## src/rtl/coin_acceptor.sv

```systemverilog
// Coin-slot front end: synchronises and debounces three raw slot sensors and
// emits mutually exclusive single-cycle coin/reject pulses for the seller FSM.
module coin_acceptor #(
    parameter int DEB_CYC = 4,
    parameter int GAP_CYC = 2
) (
    input  logic       clk,
    input  logic       rst,
    input  logic [2:0] coin_raw,
    input  logic       en,
    output logic       d1,
    output logic       d2,
    output logic       d3,
    output logic       reject,
    output logic       busy
);

    typedef enum logic [1:0] {IDLE, DEBOUNCE, RELEASE, GAP} state_t;

    localparam logic [3:0] DEB_LAST = 4'(DEB_CYC - 1);
    localparam logic [3:0] GAP_LAST = 4'(GAP_CYC - 1);

    state_t     state, state_n;
    logic [2:0] s1, sync;
    logic [2:0] cap, cap_n;
    logic [3:0] cnt, cnt_n;
    logic [2:0] d_n;
    logic       rej_n;
    logic       onehot;

    assign onehot = (cap == 3'b001) || (cap == 3'b010) || (cap == 3'b100);

    always_ff @(posedge clk or negedge rst) begin
        if (!rst) begin
            s1           <= '0;
            sync         <= '0;
            state        <= IDLE;
            cap          <= '0;
            cnt          <= '0;
            {d3, d2, d1} <= '0;
            reject       <= 1'b0;
            busy         <= 1'b0;
        end else begin
            s1           <= coin_raw;
            sync         <= s1;
            state        <= state_n;
            cap          <= cap_n;
            cnt          <= cnt_n;
            {d3, d2, d1} <= d_n;
            reject       <= rej_n;
            busy         <= (state_n != IDLE);
        end
    end

    always_comb begin
        state_n = state;
        cap_n   = cap;
        cnt_n   = cnt;
        d_n     = '0;
        rej_n   = 1'b0;
        case (state)
            IDLE: begin
                if (sync != 3'b000) begin
                    cap_n   = sync;
                    cnt_n   = 4'd1;
                    state_n = DEBOUNCE;
                end
            end
            DEBOUNCE: begin
                if (sync == cap) begin
                    if (cnt == DEB_LAST) begin
                        // en only matters at this single decision edge
                        if (onehot && en) d_n = cap;
                        else              rej_n = 1'b1;
                        cnt_n   = 4'd0;
                        state_n = RELEASE;
                    end else begin
                        cnt_n = cnt + 4'd1;
                    end
                end else if (sync == 3'b000) begin
                    cnt_n   = 4'd0;
                    state_n = IDLE;
                end else begin
                    cap_n = sync;
                    cnt_n = 4'd1;
                end
            end
            RELEASE: begin
                if (sync != 3'b000) begin
                    cnt_n = 4'd0;
                end else if (cnt == DEB_LAST) begin
                    cnt_n   = 4'd0;
                    state_n = (GAP_CYC == 0) ? IDLE : GAP;
                end else begin
                    cnt_n = cnt + 4'd1;
                end
            end
            GAP: begin
                if (cnt == GAP_LAST) begin
                    cnt_n   = 4'd0;
                    state_n = IDLE;
                end else begin
                    cnt_n = cnt + 4'd1;
                end
            end
            default: state_n = IDLE;
        endcase
    end

endmodule

```

## config.mk

```make
export PLATFORM = sky130hd
export DESIGN_NAME = coin_acceptor
export DESIGN_NICKNAME = d
export VERILOG_FILES = /design/src/rtl/coin_acceptor.sv
export SDC_FILE = /design/constraint.sdc
export NUM_CORES = 1
export LEC_CHECK = 0
export ABC_CLOCK_PERIOD_IN_PS = 5180
export CAP_MARGIN = 20
export CELL_PAD_IN_SITES_DETAIL_PLACEMENT = 0
export CELL_PAD_IN_SITES_GLOBAL_PLACEMENT = 1
export CORE_ASPECT_RATIO = 1.4
export CORE_MARGIN = 1.5
export CORE_UTILIZATION = 45
export DETAILED_ROUTE_END_ITERATION = 16
export PLACE_DENSITY = 0.78
export REMOVE_ABC_BUFFERS = 1
export SETUP_SLACK_MARGIN = 0.02
export SLEW_MARGIN = 20
export SYNTH_ARGS = -nofsm -noshare
export SYNTH_HDL_FRONTEND = slang
export SYNTH_SLANG_ARGS = --single-unit
```

## constraint.sdc

```tcl
create_clock -name clk -period 5.18 [get_ports clk]
set_clock_uncertainty 0.15 [all_clocks]
set_input_delay 1.036 -clock clk [delete_from_list [all_inputs] [get_ports clk]]
set_output_delay 1.036 -clock clk [all_outputs]
set_load 0.005 [all_outputs]
```

==> flow_metrics.env <==
export IMPL_status="finished, final reports clean"
export IMPL_fill_cells=190
export IMPL_layout_setup_ws_ns=2.88
export IMPL_cp_end_kind="primary output"
export IMPL_io_pins=11
export IMPL_core_area_mm2=0.00200
export IMPL_layout_nets=113
export IMPL_synth_edf_count=0
export IMPL_dieArea_mm2=0.00246
export IMPL_die_w_um=42.4
export IMPL_h_tree_depth=1
export IMPL_fin_crit_sh=0.445
export IMPL_finalSetupViolCount=0
export IMPL_worstMarginPinSlew_ns=0.851
export IMPL_cp_cell_sequence="clkdlybuf4s50_1"
export IMPL_netlist_area_um2=977
export IMPL_reg2reg_from="cnt[1]"
export IMPL_crit_path_max_fanout=1
export IMPL_yosysSeqAreaShare=0.512
export IMPL_place_ws_ns=2.89
export IMPL_setup_tns_ns=0
export IMPL_clkTransAtPathRegs_ns=0.10
export IMPL_stdcell_count=123
export IMPL_syn_instance_count=92
export IMPL_final_antenna_net_count=0
export IMPL_cts_tree="yes"
export IMPL_postSynthAreaPerCell_um2=10.6
export IMPL_required_ns=3.99
export IMPL_peakVddDrop_uv=225
export IMPL_rr_worst_depth=4
export IMPL_crit_family="buffers and inverters"
export IMPL_clock_fmax_ghz=0.434
export IMPL_grt_pass1_vias=746
export IMPL_post_cts_buffers=0
export IMPL_cpMaxStageDelayCell="clkdlybuf4s50_1"
export IMPL_cts_root_buf="clkbuf_4"
export IMPL_synth_common_cells="dfrtp_1 (20), nor2_1 (7), nand2_1 (5), o21ai_0 (5)"
export IMPL_swShare=0.382
export IMPL_final_util=0.558
export IMPL_slew_headroom=0.431
export IMPL_synth_most_common_cell="dfrtp_1"
export IMPL_ys_async_sr_fraction=1.00
export IMPL_syn2layout_area_growth_pct=14.0
export IMPL_grt_usage=0.169
export IMPL_vias=737
export IMPL_dp_cells=120
export IMPL_p_int_mw=0.287
export IMPL_cp_startpoint="d3"
export IMPL_synth_cell_types=36
export IMPL_p_per_area_mw_per_mm2=418
export IMPL_viasPerCell=5.99
export IMPL_netlist_area_leader_share=0.512
export IMPL_pwr_share_comb=0.358
export IMPL_seq_power_share=0.495
export IMPL_start_util=0.489
export IMPL_slew_violations=0
export IMPL_post_cts_resized=0
export IMPL_grt_overflow=0
export IMPL_drive_above_1_share=0.0784
export IMPL_cp_start_kind="flop"
export IMPL_die_height_um=58.1
export IMPL_rsz0062_at_grt="false"
export IMPL_synth_largest_area_cell="dfrtp_1"
export IMPL_p_total_mw=0.465
export IMPL_p_sw_mw=0.178
export IMPL_critical_path_buf_inv_count=1
export IMPL_cts_hold_buf=0
export IMPL_drc_errors=0
export IMPL_path_depth=1
export IMPL_crit_arrival_ns=1.12
export IMPL_synth_area_leaders="dfrtp_1 (51%), ha_1 (3.8%), o211ai_1 (3.1%)"
export IMPL_n_antenna_cell=0
export IMPL_wl_um=1760
export IMPL_drtPass1Iterations=4
export IMPL_synth_seq_cells=20
export IMPL_hold_violations=0
export IMPL_cts_path_max_buffers=2
export IMPL_dr_first_iter_drc_count=13
export IMPL_hpwl_um=1360
export IMPL_antenna_found_initial=0
export IMPL_port_buffer_count=10
export IMPL_min_period_ns=2.30
export IMPL_p_clk_frac=0.146
export IMPL_yosys_warnings=0
export IMPL_place_congestion=0.757
export IMPL_p_leak_nw=0.444
export IMPL_crit_path_end="d3"
export IMPL_dominantRegCellSynth="dfrtp_1"
export IMPL_cts_buffers_inserted=3
export IMPL_reg2reg_slack_ns=3.22
export IMPL_clock_latency_ns=0.28
export IMPL_detail_route_wl_per_cell_um=14.3
export IMPL_cpPeakStageDelay_ns=0.50
export IMPL_grt_pass1_wl_um=3150
export IMPL_crit_reg2reg_capture="d1"
export IMPL_critPathKind="reg2out"
export IMPL_maxCapViolations=0
export IMPL_row_count=19
export IMPL_cts_sinks=20
export IMPL_grt_max_degree=21
export IMPL_hold_class="reg2reg"
-- power groups by stage --
stage,combinational [mW],sequential (mW),clock [mW]
after CTS,0.168,0.231,0.0710
final,0.167,0.231,0.0680
after global routing,0.188,0.238,0.0786
after floorplan,0.129,0.222,0
after detailed placement,0.167,0.234,0
after global placement,0.164,0.233,0
-- metal layers --
metal  vias up  GRT usage  share of wire
met5         -          0              0
met4         0     0.0670         0.0080
met3         2     0.0280          0.018
met2         7      0.314           0.54
met1       368      0.189           0.43
li1        360          -              -
-- area by class of cell --
cell class | instances | area (µm²) | area share
sequential | 20 | 500 | 0.449
multi-input combinational | 65 | 449 | 0.403
timing repair buffer | 10 | 100 | 0.0899
tap | 21 | 26.3 | 0.0236
clock buffer | 3 | 22.5 | 0.0202
inverter | 4 | 15.0 | 0.0135
-- state kept, by name, summed over array words and instances (netlist names), 2 cells and up --
register,cells
cnt,4
sync,3
s1,3
cap,3
state,2
-- cells in the final DEF, fill, tap and decap left out, types with 2 or more instances in the layout --
master and n:
a211oi_2 2, a21oi_1 2, a22o_1 2, a31oi_1 3
and2_1 3, and3_1 2, clkbuf_4 3, clkdlybuf4s50_1 10
dfrtp_1 20, ha_1 3, inv_1 4, nand2_1 5
nor2_1 7, nor4_1 2, o211ai_1 4, o21ai_0 5
o21ai_1 4, xnor2_1 3
-- per-stage QoR --
| step | hold WS, ns | cell area (µm²) |
|---|---|---|
| after detailed placement | 0.189 | 1090 |
| after global routing | 0.219 | 1110 |
| after floorplan | 0.181 | 965 |
| after CTS | 0.216 | 1110 |
| final | 0.212 | 1110 |
| after global placement | 0.190 | 1090 |
-- how the worst min path moves through the flow --
stage | startpoint | endpoint | slack (ns) | depth (start not counted)
finish | s1[2] | sync[2] | 0.21 | 0
global route | s1[2] | sync[2] | 0.22 | 0
CTS | s1[2] | sync[2] | 0.22 | 0
detailed placement | s1[2] | sync[2] | 0.19 | 0
global placement | s1[2] | sync[2] | 0.19 | 0
floorplan | s1[0] | sync[0] | 0.18 | 0
-- logic make-up after synthesis --
family / synth area share
AOI/OAI and AO/OA: 0.213
and+or+nand+nor: 0.163
buffers and inverters: 0.0282
DFF: 0.512
adders and majority gates: 0.0384
xor gates and xnor gates: 0.0359
muxes: 0.0102
(Power assumes the default switching activity.)
